==> config.mk <==
export PLATFORM = sky130hd
export DESIGN_NAME = instr_sequencer
export DESIGN_NICKNAME = d
export VERILOG_FILES = /design/src/rtl/instr_sequencer.sv
export SDC_FILE = /design/constraint.sdc
export NUM_CORES = 1
export LEC_CHECK = 0
export CORE_ASPECT_RATIO = 1.4
export CORE_UTILIZATION = 45
export CTS_BUF_LIST = sky130_fd_sc_hd__clkbuf_4 sky130_fd_sc_hd__clkbuf_8 sky130_fd_sc_hd__clkbuf_16
export CTS_CLUSTER_SIZE = 10
export DETAILED_ROUTE_END_ITERATION = 10
export PLACE_DENSITY = 0.85
export SLEW_MARGIN = 20
export SYNTH_ARGS = -nofsm -noshare
export SYNTH_HDL_FRONTEND = slang
export SYNTH_SLANG_ARGS = --single-unit
==> constraint.sdc <==
create_clock -name clk -period 1.78 [get_ports clk]
set_input_delay 0.178 -clock clk [delete_from_list [all_inputs] [get_ports clk]]
set_output_delay 0.178 -clock clk [all_outputs]
set_load 0.005 [all_outputs]
==> src/rtl/instr_sequencer.sv <==
// Instruction sequencer: fetch / exec / mem / commit over a shared memory bus.
// Optional bus-ack timeout with FAULT state is enabled by defining SEQ_TIMEOUT_EN.
module instr_sequencer #(
  parameter int unsigned TIMEOUT_CYCLES = 255
) (
  input  logic        clk,
  input  logic        rst,
  input  logic        halt,
  input  logic [31:0] pc,
  input  logic [31:0] dmem_addr,
  input  logic [31:0] dmem_wdata,
  output logic        bus_req,
  output logic        bus_we,
  output logic [31:0] bus_addr,
  output logic [31:0] bus_wdata,
  input  logic [31:0] bus_rdata,
  input  logic        bus_ack,
  output logic [31:0] inst,
  output logic        inst_valid,
  output logic [31:0] dmem_rdata,
  output logic        reg_we,
  output logic        pc_en,
  output logic        fault
);

  typedef enum logic [2:0] {
    IDLE   = 3'd0,
    FETCH  = 3'd1,
    EXEC   = 3'd2,
    MEM    = 3'd3,
    COMMIT = 3'd4,
    FAULT  = 3'd5
  } state_t;

  localparam logic [6:0] OP_LOAD   = 7'b0000011;
  localparam logic [6:0] OP_STORE  = 7'b0100011;
  localparam logic [6:0] OP_BRANCH = 7'b1100011;

  state_t      state_q, state_d;
  logic [31:0] inst_q, inst_d;
  logic [31:0] dmem_rdata_q, dmem_rdata_d;
  logic [31:0] addr_lat_q, addr_lat_d;
  logic [31:0] wdata_lat_q, wdata_lat_d;
  logic        bus_req_q, bus_req_d;
  logic        bus_we_q, bus_we_d;
  logic [31:0] bus_addr_q, bus_addr_d;
  logic [31:0] bus_wdata_q, bus_wdata_d;
  logic        inst_valid_q, inst_valid_d;
  logic        reg_we_q, reg_we_d;
  logic        pc_en_q, pc_en_d;

  logic [6:0]  opcode;
  logic        is_store;
  logic        is_mem;

`ifdef SEQ_TIMEOUT_EN
  localparam logic [7:0] TIMEOUT_LIM = 8'(TIMEOUT_CYCLES);
  logic [7:0] cnt_q, cnt_d;
  logic       fault_q, fault_d;
`else
  logic unused_timeout;
  assign unused_timeout = ^32'(TIMEOUT_CYCLES);
`endif

  assign opcode   = inst_q[6:0];
  assign is_store = (opcode == OP_STORE);
  assign is_mem   = (opcode == OP_LOAD) || is_store;

  always_comb begin
    state_d      = state_q;
    inst_d       = inst_q;
    dmem_rdata_d = dmem_rdata_q;
    addr_lat_d   = addr_lat_q;
    wdata_lat_d  = wdata_lat_q;
`ifdef SEQ_TIMEOUT_EN
    cnt_d        = cnt_q;
`endif

    case (state_q)
      IDLE:   if (!halt) state_d = FETCH;
      FETCH:  if (bus_ack) begin
                inst_d  = bus_rdata;
                state_d = EXEC;
              end
      EXEC:   if (is_mem) begin
                addr_lat_d  = dmem_addr;
                wdata_lat_d = dmem_wdata;
                state_d     = MEM;
              end else begin
                state_d = COMMIT;
              end
      MEM:    if (bus_ack) begin
                if (!is_store) dmem_rdata_d = bus_rdata;
                state_d = COMMIT;
              end
      COMMIT: state_d = IDLE;
`ifdef SEQ_TIMEOUT_EN
      FAULT:  state_d = FAULT;
`endif
      default: state_d = IDLE;
    endcase

`ifdef SEQ_TIMEOUT_EN
    // Counter restarts on entry to a bus state; a wait that reaches the limit diverts to FAULT.
    if ((state_d != state_q) && (state_d inside {FETCH, MEM})) begin
      cnt_d = '0;
    end else if ((state_q inside {FETCH, MEM}) && !bus_ack) begin
      cnt_d = cnt_q + 8'd1;
      if (cnt_d == TIMEOUT_LIM) state_d = FAULT;
    end
    fault_d = (state_d == FAULT);
`endif

    // Outputs are registered from the next state so they line up with state_q.
    bus_req_d   = (state_d inside {FETCH, MEM});
    bus_we_d    = (state_d == MEM) && is_store;
    bus_addr_d  = '0;
    bus_wdata_d = '0;
    if (state_d == FETCH) begin
      bus_addr_d = (state_q == FETCH) ? bus_addr_q : pc;
    end else if (state_d == MEM) begin
      bus_addr_d  = addr_lat_d;
      bus_wdata_d = wdata_lat_d;
    end
    inst_valid_d = (state_d == EXEC);
    pc_en_d      = (state_d == COMMIT);
    reg_we_d     = (state_d == COMMIT) && (opcode != OP_STORE) && (opcode != OP_BRANCH);
  end

  always_ff @(posedge clk) begin
    if (rst) begin
      state_q      <= IDLE;
      inst_q       <= '0;
      dmem_rdata_q <= '0;
      addr_lat_q   <= '0;
      wdata_lat_q  <= '0;
      bus_req_q    <= 1'b0;
      bus_we_q     <= 1'b0;
      bus_addr_q   <= '0;
      bus_wdata_q  <= '0;
      inst_valid_q <= 1'b0;
      reg_we_q     <= 1'b0;
      pc_en_q      <= 1'b0;
`ifdef SEQ_TIMEOUT_EN
      cnt_q        <= '0;
      fault_q      <= 1'b0;
`endif
    end else begin
      state_q      <= state_d;
      inst_q       <= inst_d;
      dmem_rdata_q <= dmem_rdata_d;
      addr_lat_q   <= addr_lat_d;
      wdata_lat_q  <= wdata_lat_d;
      bus_req_q    <= bus_req_d;
      bus_we_q     <= bus_we_d;
      bus_addr_q   <= bus_addr_d;
      bus_wdata_q  <= bus_wdata_d;
      inst_valid_q <= inst_valid_d;
      reg_we_q     <= reg_we_d;
      pc_en_q      <= pc_en_d;
`ifdef SEQ_TIMEOUT_EN
      cnt_q        <= cnt_d;
      fault_q      <= fault_d;
`endif
    end
  end

  assign bus_req    = bus_req_q;
  assign bus_we     = bus_we_q;
  assign bus_addr   = bus_addr_q;
  assign bus_wdata  = bus_wdata_q;
  assign inst       = inst_q;
  assign inst_valid = inst_valid_q;
  assign dmem_rdata = dmem_rdata_q;
  assign reg_we     = reg_we_q;
  assign pc_en      = pc_en_q;
`ifdef SEQ_TIMEOUT_EN
  assign fault      = fault_q;
`else
  assign fault      = 1'b0;
`endif

endmodule

==> out/metrics.cfg <==
[die]
io_pins=266
die_area_um2=17300
dieWidth_um=111
dieHeight_um=155
initial_core_util_pct=46.3
num_rows=55
core_area_um2=16300

[global_routing]
grt.total_usage_pct=23.8
antenna_found_initial=0
grt_pass1_vias=6553
grt_max_degree=95
overflow=0
grt_pass1_wl_um=32700

[pwr]
p_clk_share_pct=42.0
p_comb_share_pct=10.8
power_density_nw_per_um2=868
sequentialPowerShare_pct=47.1
power.leakage_nw=4.42
internal_power_mw=7.41
p_sw_share_pct=23.6
p_sw_mw=2.29
peakVddDrop_mv=0.658

[route]
drcViolationCount=16
ant_nets=0
dr.first_iter.drc_count=347
drt_wl_total_um=21000
firstDrtPassIters=9
num_vias=6693
viasPerCell=5.28
routedWlPerCell_um=16.6

[timing]
setup_viol=0
clock_skew_ns=0.0123
hold_viol_final=0
fin_crit_sh_pct=96.9
period_needed_ns=1.72
max_freq_ghz=0.580
final_max_slew_viol_count=0
layout_setup_ws_ns=0.0557

[synthesis]
ys_warn_count=0
synth_fp_nets=940
synth_cells=808
ys_types=30
yosysSeqAreaShare_pct=53.0
synth_top_area_share_pct=53.0
synth_seq_cells=200
netlist_top_cells_area=dfxtp_1, mux2i_1, nand2_1
yosysTopAreaCell=dfxtp_1
syn_area_um2=7550
syn_area_per_cell_um2=9.35

[final_layout]
drive_gt1_share_pct=12.0
final_area_um2=11200
area_growth_pct=48.0
num-fill-cells=1255
diodes=0
nets=1187

[worst_setup_path]
r2r_cells=6
slowest_stage=dfxtp_1
worstSetupStartpointType=flip-flop
cp_max_fo=32
worst_path_largest_cell_delay_ns=0.38
path_class=reg2reg
cp-end-kind=flip-flop
path_cells=or2_1, a211oi_4, buf_4, buf_6, nand2_1, a211oi_2
required_ns=2.13
arrival_ns=2.07

[clock_tree]
cts.path.max_buffers=2
cts_made_buffers=17
holdBufCountCts=0
clock_latency_ns=0.43
cts_max_level=4
clock-root-buffer=clkbuf_16
cts_tree=built
clkSinkCount=200
clkTransAtPathRegs_ns=0.07

[worst_hold_path]
hp-class=in2reg
worstHoldPathCells=2

[flow_run]
max_cap_violations=0

[placement]
post-place-ws_ns=-0.0828
dpl-instance-area_um2=10400
port_buffers=264
detailed_place_hpwl_um=14300
place_congestion=0.794

[run_status]
outcome=finished, violations left
violations=design-rule violations

[registers in the layout (all words and copies together) (netlist names)]
name and flops:
inst 32, inst_valid 1, bus_req 1, reg_we 1, pc_en 1, state_q 3
addr_lat_q 32, bus_we 1, bus_addr 32, dmem_rdata 32, bus_wdata 32, wdata_lat_q 32
[worst max-delay path, delay by kind of cell (launching register included)]
family                 cells  cell delay (ns)
and+or+nand+nor            2             0.41
AOI/OAI and AO/OA          2             0.45
DFF                        1             0.38
buffers and inverters      2             0.41
[through the flow]
step	total power [mW]	TNS (ns)	std cells	hold WS [ns]	util (%)
floorplan	5.15	0	808	0.314	-
global placement	5.68	-0.227	1229	0.441	64.1
detailed placement	5.69	-2.48	1229	0.446	64.1
CTS	9.75	0	1263	0.0445	68.2
global route	10.1	-0.0385	1267	0.0547	68.5
finish	9.70	0	1267	0.0581	68.5
[synth_stat cells]
library cell,instances
conb_1,1
a21oi_1,66
a21bo_1,1
mux2i_1,64
nor3b_4,1
a31oi_1,1
nand2_1,161
nor3b_1,2
or2_2,32
a211oi_2,20
nor3_1,34
o21bai_1,32
nand3_1,1
and2_1,2
a22oi_1,32
nand2b_1,2
nor3b_2,2
nor4b_1,1
dfxtp_1,200
nand2_2,1
nand4b_1,3
buf_4,5
nor2_1,66
clkbuf_1,34
a211oi_1,13
buf_6,8
nor2b_1,1
a31o_2,1
buf_2,20
or2_1,1
[cell type report]
class	instances	area, um2	area share, %
clock inverter	14	190	1.70
timing repair buffer	295	3060	27.4
clock buffer	18	439	3.93
tap	199	249	2.23
multi-input combinational	541	3230	28.9
sequential	200	4010	35.8
[power by group through the flow]
| stage | combinational, mW | sequential, mW | clock (mW) |
|---|---|---|---|
| finish | 1.05 | 4.57 | 4.08 |
| CTS | 1.02 | 4.57 | 4.15 |
| detailed placement | 1.02 | 4.68 | 0 |
| global placement | 1.00 | 4.67 | 0 |
| floorplan | 0.476 | 4.67 | 0 |
| global route | 1.13 | 4.58 | 4.36 |
[final timing paths]
path,startpoint,endpoint,slack (ns)
min reg2reg,dmem_rdata[14],dmem_rdata[14],0.45
max reg2reg,state_q[0],bus_addr[19],0.06
max,state_q[0],bus_addr[19],0.06
min,rst,addr_lat_q[4],0.06
[layout by cell type, fill, tap and decap left out, types with 20 or more instances in the layout]
master,netlist,layout
a211oi_2,20,20
dfxtp_1,200,199
clkdlybuf4s50_1,0,263
nor3_1,34,34
o21bai_1,32,32
or2_2,32,32
nor2_1,66,66
a22oi_1,32,32
nand2_1,161,161
a21oi_1,66,66
mux2i_1,64,62
[layer usage]
metal / vias up / global-route usage, % / routed length (um)
li1: 3238 / - / -
met2: 250 / 42.7 / 10900
met5: - / 0 / 0
met3: 44 / 7.21 / 1540
met4: 0 / 11.5 / 671
met1: 3161 / 25.4 / 7900
[logic make-up (layout without fill, tap and decap cells)]
kind of cell / Yosys count / in the layout / synth area share [%]
buffers and inverters: 67 / 327 / 4.71
AO/OA/AOI/OAI: 166 / 166 / 15.7
other: 1 / 1 / 0.0497
multiplexers: 64 / 64 / 8.48
flip-flops: 200 / 200 / 53.0
AND/OR/NAND/NOR: 310 / 310 / 18.1
[what timing repair did]
action | in CTS | in global routing
pin swaps | 1 | 1
resized for setup | 0 | 7
cloned | 1 | 1
setup endpoints to repair | 2 | 58
setup buffers | 1 | 3
endpoints found under the hold margin | 0 | 0
Power figures use the tool's default switching activity.
